**src/rtl/turfio_hdr_mask_gen.sv**
```systemverilog
// Per-TURFIO header conditioner: passes real header frames, or when masked drops them and
// emits one synthetic FAKE_BEATS-beat frame per TURF header event. Optional stats: TURFIO_HDR_STAT_EN.
module turfio_hdr_mask_gen #(
  parameter int TIO_INDEX  = 0,
  parameter int PEND_BITS  = 4,
  parameter int FAKE_BEATS = 4
) (
  input  logic        aclk,
  input  logic        areset,
  input  logic        mask_i,
  input  logic        thdr_evt_i,
  input  logic [63:0] s_hdr_tdata,
  input  logic        s_hdr_tvalid,
  output logic        s_hdr_tready,
  input  logic        s_hdr_tlast,
  output logic [63:0] m_hdr_tdata,
  output logic        m_hdr_tvalid,
  input  logic        m_hdr_tready,
  output logic        m_hdr_tlast,
  output logic        pend_ovf_o
`ifdef TURFIO_HDR_STAT_EN
  ,
  output logic [15:0] fake_cnt_o,
  output logic [15:0] drop_cnt_o
`endif
);

  // state | meaning
  // IDLE  | between frames, mode chosen from mask_q / pending / s_hdr_tvalid
  // PASS  | real frame forwarded combinationally
  // FAKE  | synthetic frame emitted from registers
  // DROP  | real frame consumed and discarded
  typedef enum logic [1:0] {IDLE, PASS, FAKE, DROP} state_t;

  localparam logic [PEND_BITS-1:0] PEND_MAX  = '1;
  localparam logic [3:0]           LAST_BEAT = 4'(FAKE_BEATS - 1);
  localparam logic [1:0]           TIO_ID    = 2'(TIO_INDEX);

  state_t               state, state_nxt;
  logic                 mask_q;
  logic [PEND_BITS-1:0] pending;
  logic [31:0]          evtnum;
  logic [3:0]           beat;
  logic                 fake_hs, fake_done, pend_inc, pend_dec;
  logic [63:0]          fake_data;

  assign fake_hs   = (state == FAKE) && m_hdr_tready;
  assign fake_done = fake_hs && (beat == LAST_BEAT);
  assign pend_inc  = thdr_evt_i && mask_q;
  assign pend_dec  = fake_done;
  assign fake_data = {8'hFA, 6'd0, TIO_ID, 4'd0, beat, 8'd0, evtnum};

  always_ff @(posedge aclk or posedge areset) begin
    if (areset) begin
      state  <= IDLE;
      mask_q <= 1'b0;
    end else begin
      state  <= state_nxt;
      mask_q <= mask_i;
    end
  end

  // Mode is only chosen in IDLE, so a mask change lands on a frame boundary.
  always_comb begin
    state_nxt    = state;
    m_hdr_tdata  = '0;
    m_hdr_tvalid = 1'b0;
    m_hdr_tlast  = 1'b0;
    s_hdr_tready = 1'b0;
    case (state)
      IDLE: begin
        if (!mask_q) begin
          if (s_hdr_tvalid) state_nxt = PASS;
        end else if (pending != '0) begin
          state_nxt = FAKE;
        end else if (s_hdr_tvalid) begin
          state_nxt = DROP;
        end
      end
      PASS: begin
        m_hdr_tdata  = s_hdr_tdata;
        m_hdr_tvalid = s_hdr_tvalid;
        m_hdr_tlast  = s_hdr_tlast;
        s_hdr_tready = m_hdr_tready;
        if (s_hdr_tvalid && m_hdr_tready && s_hdr_tlast) state_nxt = IDLE;
      end
      FAKE: begin
        m_hdr_tdata  = fake_data;
        m_hdr_tvalid = 1'b1;
        m_hdr_tlast  = (beat == LAST_BEAT);
        if (fake_done) state_nxt = IDLE;
      end
      DROP: begin
        s_hdr_tready = 1'b1;
        if (s_hdr_tvalid && s_hdr_tlast) state_nxt = IDLE;
      end
      default: state_nxt = IDLE;
    endcase
  end

  always_ff @(posedge aclk or posedge areset) begin
    if (areset) begin
      beat   <= '0;
      evtnum <= '0;
    end else if (fake_hs) begin
      if (fake_done) begin
        beat   <= '0;
        evtnum <= evtnum + 32'd1;
      end else begin
        beat <= beat + 4'd1;
      end
    end
  end

  // Unmasked idle discards any backlog; a saturating increment latches the overflow flag.
  always_ff @(posedge aclk or posedge areset) begin
    if (areset) begin
      pending    <= '0;
      pend_ovf_o <= 1'b0;
    end else if ((state == IDLE) && !mask_q) begin
      pending <= '0;
    end else if (pend_inc && !pend_dec) begin
      if (pending == PEND_MAX) pend_ovf_o <= 1'b1;
      else                     pending    <= pending + 1'b1;
    end else if (pend_dec && !pend_inc) begin
      pending <= pending - 1'b1;
    end
  end

`ifdef TURFIO_HDR_STAT_EN
  always_ff @(posedge aclk or posedge areset) begin
    if (areset) begin
      fake_cnt_o <= '0;
      drop_cnt_o <= '0;
    end else begin
      if (fake_done) fake_cnt_o <= fake_cnt_o + 16'd1;
      if ((state == DROP) && s_hdr_tvalid && s_hdr_tlast) drop_cnt_o <= drop_cnt_o + 16'd1;
    end
  end
`endif

endmodule

```
**config.mk**
```make
export PLATFORM = sky130hd
export DESIGN_NAME = turfio_hdr_mask_gen
export DESIGN_NICKNAME = d
export VERILOG_FILES = /design/src/rtl/turfio_hdr_mask_gen.sv
export SDC_FILE = /design/constraint.sdc
export NUM_CORES = 1
export LEC_CHECK = 0
export ABC_AREA = 0
export ABC_CLOCK_PERIOD_IN_PS = 6400
export CORE_MARGIN = 3
export CORE_UTILIZATION = 45
export CTS_CLUSTER_DIAMETER = 120
export DETAILED_ROUTE_END_ITERATION = 10
export MAX_ROUTING_LAYER = met4
export PLACE_DENSITY = 0.86
export SLEW_MARGIN = 20
export SYNTH_ARGS = -nofsm -noshare
export SYNTH_HDL_FRONTEND = slang
export SYNTH_SLANG_ARGS = --single-unit
export TNS_END_PERCENT = 100
```
**constraint.sdc**
```tcl
create_clock -name aclk -period 6.4 [get_ports aclk]
set_input_delay 1.28 -clock aclk [delete_from_list [all_inputs] [get_ports aclk]]
set_output_delay 1.28 -clock aclk [all_outputs]
set_load 0.005 [all_outputs]
```
==> impl_results.md <==
* # DRC at 0
* Final Cycle Share at 65.8%
* Post-synth top area share at 38.1%
* Router iterations before antenna repair at 4
* Reg2reg path depth at 10
* Mean routed wirelength per cell at 17.8 um
* Total power at 1.22 mW
* CTS Hold Bufs at 0
* Die H at 86.1 um
* FF-to-FF Start: state[0]$_DFFE_PP0P_
* Detailed-route wire length at 8920 um
* Final net count at 505
* Gpl congestion at 0.858
* Syn Nets at 376
* Worst skew pair latency at 0.30 ns
* Final Instance Area at 4430 um2
* Sink Count at 44
* Max Cap Viol at 0
* Ant. Diodes at 0
* Worst hold path depth at 1
* Power density cells at 276 nW/um2
* Fin util at 73.1%
* Mean Syn Cell Area at 9.76 um2
* Boundary Pins at 139
* Synth cell types at 49
* Worst-Margin Slew at 1.02 ns
* Final setup viols at 0
* Crit path arrival time at 2.93 ns
* Status: completed
* Number of vias per cell at 5.75
* # rows at 28
* Critical setup path kind: flop to primary output
* Reg2reg end: pending[3]$_DFFE_PP0P_
* Final ANT Viol Nets at 0
* Setup bufs post-CTS at 0
* Critical Path Start Type: flop
* Asr flop ratio synth at 100%
* Slew HR at 31.1%
* Layout cell share with drive strength beyond 1 at 5.40%
* Buffers on Ports at 138
* H-tree depth at 2
* HP Class: flop to flop
* Post-DP Area at 4310 um2
* Ranking of synthesized cells by area: dfrtp_1, a22o_1, xnor2_1
* Clock period minus worst slack at 4.21 ns
* Reg2reg setup slack at 3.63 ns
* DR iter-0 viols at 125
* Vias in the first global route at 2,806
* Leak at 1.97 nW
* Post-synth top flop: dfrtp_1
* Required @ worst endpoint at 5.12 ns
* Starting density of the core at 47.6%
* Clock Skews at 0.00562 ns
* Worst IR Drop VDD at 0.000224 V
* Setup_tns at 0 ns
* Max clock buf depth at 2
* Synthesized area at 2890 um2
* Clock root buffer: clkbuf_8
* Hold Path Sink: pend_ovf_o$_DFFE_PP0P_
* Yosys reg bits at 44
* Core footprint at 6060 um2
* Congestion Overflow GR at 0
* Post-detail-place hpwl at 6650 um
* First-pass GRT wire length at 14,300 um
* Top-count cell post-synth: dfrtp_1
* Cells after Synth at 296
* Total number of yosys warnings at 0
* Post-synthesis sequential area ratio at 38.1%
* Total track usage at 24.9%
* Most common library cells after synthesis: dfrtp_1, a22o_1, and3_1, xnor2_1, nand2_1
* Critical path endpoint category: primary output
* RSZ-0062 raised after global routing: false
* CTS tree: done
* Post-synth top area cell: dfrtp_1
* Via Count at 2,881
* Area growth, synth to finish at 53.5%
* Number of synthesized flops with an enable pin at 0
* Initial antenna violation count at 0
* Clock transition at path regs at 0.08 ns
* Num CTS Buffers at 5
* Die X at 86.1 um
* Largest net degree at the start of global routing at 45
* Final hold vios at 0
* Max Fclk at 237 MHz
* Final Max Slew Viols at 0
* Fill count at 447
* Die area at 7410 um2
* Maximum fanout along the worst path at 41
* Hold Crit Start: pend_ovf_o$_DFFE_PP0P_
* Post-CTS Resized at 0
[metal layers]
metal | vias to the layer above | share of wire (%) | wire length [um] | GRT usage [%]
li1 | 1361 | - | - | -
met1 | 1385 | 43 | 3840 | 31.0
met2 | 117 | 48 | 4320 | 41.3
met3 | 18 | 6.3 | 563 | 5.38
met4 | 0 | 2.1 | 188 | 6.19
met5 | - | 0 | 0 | -
[worst max-delay path, stage by stage (launching register included)]
cell	delay (ns)
dfrtp_1	0.40
inv_1	0.13
ha_1	0.57
and2_1	0.31
buf_4	0.43
a22o_1	0.22
clkdlybuf4s50_1	0.54
[power by group]
group / switching, mW / total [mW] / internal, mW
clock network: 0.0945 / 0.232 / 0.138
logic: 0.278 / 0.637 / 0.359
registers: 0.0447 / 0.355 / 0.311
[layout make-up]
class	count	area [um2]	share of cell area, %
Tap cell	75	93.8	2.12
Sequential cell	44	1100	24.8
Clock inverter	1	30.0	0.678
Inverter	9	33.8	0.762
Clock buffer	7	96.3	2.17
Timing Repair Buffer	141	1400	31.7
Multi-Input combinational cell	224	1670	37.7
[kinds of logic (layout without fill, tap and decap cells)]
kind of cell               after synthesis  count (layout)  synth area share [%]
AOI/OAI and AO/OA                       62              62                  17.9
xor gates and xnor gates                35              35                  10.6
adders and majority gates                9               9                  3.90
buffers and inverters                   28             158                  3.94
DFF                                     44              44                  38.1
muxes                                    7               7                  2.56
and+or+nand+nor                        111             111                  22.9
[worst max path at each step]
stage	startpoint	to	slack, ns	cells after the start
2_1_floorplan	m_hdr_tready	pending[3]$_DFFE_PP0P_	3.30	8
3_3_place_gp	state[1]$_DFFE_PP0P_	m_hdr_tdata[40]	2.63	6
3_5_place_dp	state[0]$_DFFE_PP0P_	m_hdr_tdata[40]	2.53	6
4_1_cts	state[0]$_DFFE_PP0P_	m_hdr_tdata[40]	2.22	6
5_1_grt	state[0]$_DFFE_PP0P_	m_hdr_tdata[40]	2.00	6
6_report	state[1]$_DFFE_PP0P_	m_hdr_tdata[17]	2.19	6
[per-stage QoR]
step | hold slack, ns | std cells | worst slack [ns]
6_report | 0.481 | 501 | 2.19
5_1_grt | 0.536 | 501 | 2.00
4_1_cts | 0.490 | 501 | 2.22
3_5_place_dp | 0.467 | 493 | 2.53
3_3_place_gp | 0.465 | 493 | 2.63
2_1_floorplan | 0.446 | 296 | 3.30
[placed cells by master (no fill, tap or decap), types with 2 or more instances in the layout]
| cell | instances |
|---|---|
| clkdlybuf4s50_1 | 138 |
| dfrtp_1 | 44 |
| a22o_1 | 36 |
| and3_1 | 27 |
| xnor2_1 | 26 |
| nand2_1 | 21 |
| nand4_1 | 16 |
| nand3_1 | 11 |
| xor2_1 | 9 |
| ha_1 | 9 |
| inv_1 | 8 |
| nor2_1 | 8 |
| a21o_1 | 8 |
| clkbuf_8 | 7 |
| nor3_1 | 6 |
| mux2i_1 | 4 |
| and2_1 | 3 |
| mux2_2 | 3 |
| nand3b_1 | 3 |
| buf_4 | 3 |
| nor4_2 | 2 |
| nor3_2 | 2 |
| and4_1 | 2 |
| a21boi_0 | 2 |
| o21ai_0 | 2 |
[flip-flops by register name, indices dropped and copies added (netlist names)]
name,flops
pend_ovf_o,1
pending,4
evtnum,32
state,2
mask_q,1
beat,4
Note: power is estimated with default switching activity, not from simulation.
==> RTL edit (config.mk and constraints unchanged) <==
Build with the macro `TURFIO_HDR_STAT_EN` defined.
--- a/src/rtl/turfio_hdr_mask_gen.sv
+++ b/src/rtl/turfio_hdr_mask_gen.sv
@@ -2,2 +2,4 @@
 // emits one synthetic FAKE_BEATS-beat frame per TURF header event. Optional stats: TURFIO_HDR_STAT_EN.
+`define TURFIO_HDR_STAT_EN
+
 module turfio_hdr_mask_gen #(
Behaviour (old outputs only; new: drop_cnt_o and fake_cnt_o): unchanged (equiv_simple and equiv_induct, registers matched by name and starting in step).
==> RTL edit against the original RTL <==
- final cell count up 43%
- sequential cell count up 32
- wire length up 31%
- synthesized area up 50%
- setup slack worse by 0.37 ns
- design area up 44%
- combinational power up 9.7%
- total power up 41%
- critical endpoint unchanged
- largest cell class unchanged
==> RTL edit: results (changes against the original RTL) <==
Parameter                              Value

Synthesis
  Mapped Nets    501 (+33%)
  Mean area per synthesized cell    10.3 µm² (+5.7%)
  Number of warning messages in the yosys log    0 (unchanged)
  Ranking of synthesized cells by instance count    sky130_fd_sc_hd__dfrtp_1 (76), sky130_fd_sc_hd__nand2_1 (45), sky130_fd_sc_hd__xnor2_1 (43)
  Most area-consuming cells after synthesis    sky130_fd_sc_hd__dfrtp_1 (44%), sky130_fd_sc_hd__xnor2_1 (8.7%), sky130_fd_sc_hd__a22o_1 (7.5%)
  Seq/Total Area, Yosys    0.440 (+0.0590)
  Predominant post-synthesis flop cell    sky130_fd_sc_hd__dfrtp_1
  Count of different cell masters after synthesis    54 (+10%)

Global route
  Wire length of the first global-routing pass    19.2 mm (+34%)
  Via count of the first global-routing pass    3912 (+39%)
  Aggregate global-route resource usage    0.224 (-0.0255)
  Maximum number of pins on one net before global-route repair    77 (+71%)

Clock network
  Total clock buffers created by CTS    9 (+4)
  Number of H-tree levels    3 (+1)
  Clock tree root buffer cell    sky130_fd_sc_hd__clkbuf_8
  Post-CTS Hold Fix Bufs    0 (unchanged)
  Clock latency on the worst-skew pair    0.35 ns (+0.05 ns)
  Post-CTS setup buffer count    0 (unchanged)
  Resized cells post-CTS    0 (unchanged)

Pwr
  Psw    543 µW (+30%)
  Max IR drop VDD    187 µV (-17%)
  Leakage power    2.89 nW (+46%)

Place
  Number of placed instances with taps included    703 (+43%)
  Placed instance area    6120 µm² (+42%)
  Post-detailed-placement half-perimeter wirelength    8.91 mm (+34%)
  Number of buffers inserted by port buffering    170 (+23%)
  Pre-CTS setup slack    2.23 ns (-0.302 ns)
  Routability Congestion    0.838 (-2.4%)

Worst setup path
  Number of cell instances on the worst register-to-register path    9 (-1)
  Arrival @ worst endpoint    3.30 ns (+0.37 ns)
  Crit path max fanout    27 (-34%)
  Worst setup path startpoint    state[0]$_DFFE_PP0P_

Drt
  Post-detailed-routing wire length    11.7 mm (+31%)
  Via count normalized by instance count    5.39 (-6.3%)
  WL per Instance    16.3 µm (-8.3%)
  Drt initial violations    140 (+12%)

Timing
  Slew at the pin closest to its max-slew limit    0.930 ns (-0.0940 ns)
  Clock tree skew after final layout    0.0117 ns (+0.00611 ns)

Finish
  Net total in the final layout    667 (+32%)
  Ratio of cells with drive above 1 in the final layout    0.0730 (+0.0190)
  Top Registers    evtnum (32), drop_cnt_o (16), fake_cnt_o (16)
  Antenna fix cells    0 (unchanged)

Hold path
  Start point of the worst min-delay path    pend_ovf_o$_DFFE_PP0P_
  Hold Crit Class    flop to flop

Outcome
  Status    completed
RTL edit: cell count changes after synthesis, moves of 8 or more:
cell / unedited run / this run
sky130_fd_sc_hd__nor2_1: 8 / 16
sky130_fd_sc_hd__xnor2_1: 26 / 43
sky130_fd_sc_hd__nand2_1: 21 / 45
sky130_fd_sc_hd__xor2_1: 9 / 21
sky130_fd_sc_hd__dfrtp_1: 44 / 76
sky130_fd_sc_hd__nand3_1: 11 / 25
RTL edit: path summary, 6_finish.rpt:
| check | endpoint | slack (ns) |
|---|---|---|
| min in group asynchronous | fake_cnt_o[14]$_DFFE_PP0P_ | 1.54 |
| min reg2reg | pend_ovf_o$_DFFE_PP0P_ | 0.47 |
| max | m_hdr_tdata[17] | 1.82 |
| max in group asynchronous | state[1]$_DFFE_PP0P_ | 4.26 |
| max reg2reg | pending[3]$_DFFE_PP0P_ | 3.90 |
| min | pend_ovf_o$_DFFE_PP0P_ | 0.47 |
RTL edit: cell type report:
| type | instances | area (µm²) |
|---|---|---|
| tap | 129 | 161 |
| timing repair buffer | 173 | 1720 |
| clock buffer | 9 | 124 |
| multi-input combinational | 317 | 2310 |
| sequential | 76 | 1900 |
| fill | 738 | 2920 |
| clock inverter | 6 | 111 |
| inverter | 8 | 30.0 |
RTL edit: metal layers:
metal,track usage,routed length (µm),up-vias
li1,-,-,1828
met1,0.269,4990,1859
met2,0.379,5720,160
met3,0.0422,784,22
met4,0.0750,225,0
met5,-,0,-
RTL edit: logic make-up (layout without fill, tap and decap cells):
logic type,Yosys count,after routing,share of synthesized area
AOI/OAI and AO/OA,63,63,0.122
DFF,76,76,0.440
xor gates and xnor gates,64,64,0.130
muxes,3,3,0.00724
and+or+nand+nor,176,176,0.243
adders and majority gates,11,11,0.0319
buffers and inverters,26,196,0.0255
RTL edit: power groups by stage:
stage	clock network, mW	registers, mW	logic [mW]
3_5_place_dp	0	0.588	0.702
4_1_cts	0.446	0.579	0.706
3_3_place_gp	0	0.585	0.676
6_report	0.443	0.579	0.699
2_1_floorplan	0	0.573	0.356
5_1_grt	0.462	0.587	0.765
RTL edit: critical path, cell delays in order (launching register included):
cell and delay (ns):
sky130_fd_sc_hd__dfrtp_1 0.39, sky130_fd_sc_hd__inv_1 0.11, sky130_fd_sc_hd__ha_1 0.60, sky130_fd_sc_hd__and2_1 0.71
sky130_fd_sc_hd__buf_4 0.41, sky130_fd_sc_hd__a22o_1 0.20, sky130_fd_sc_hd__clkdlybuf4s50_1 0.52
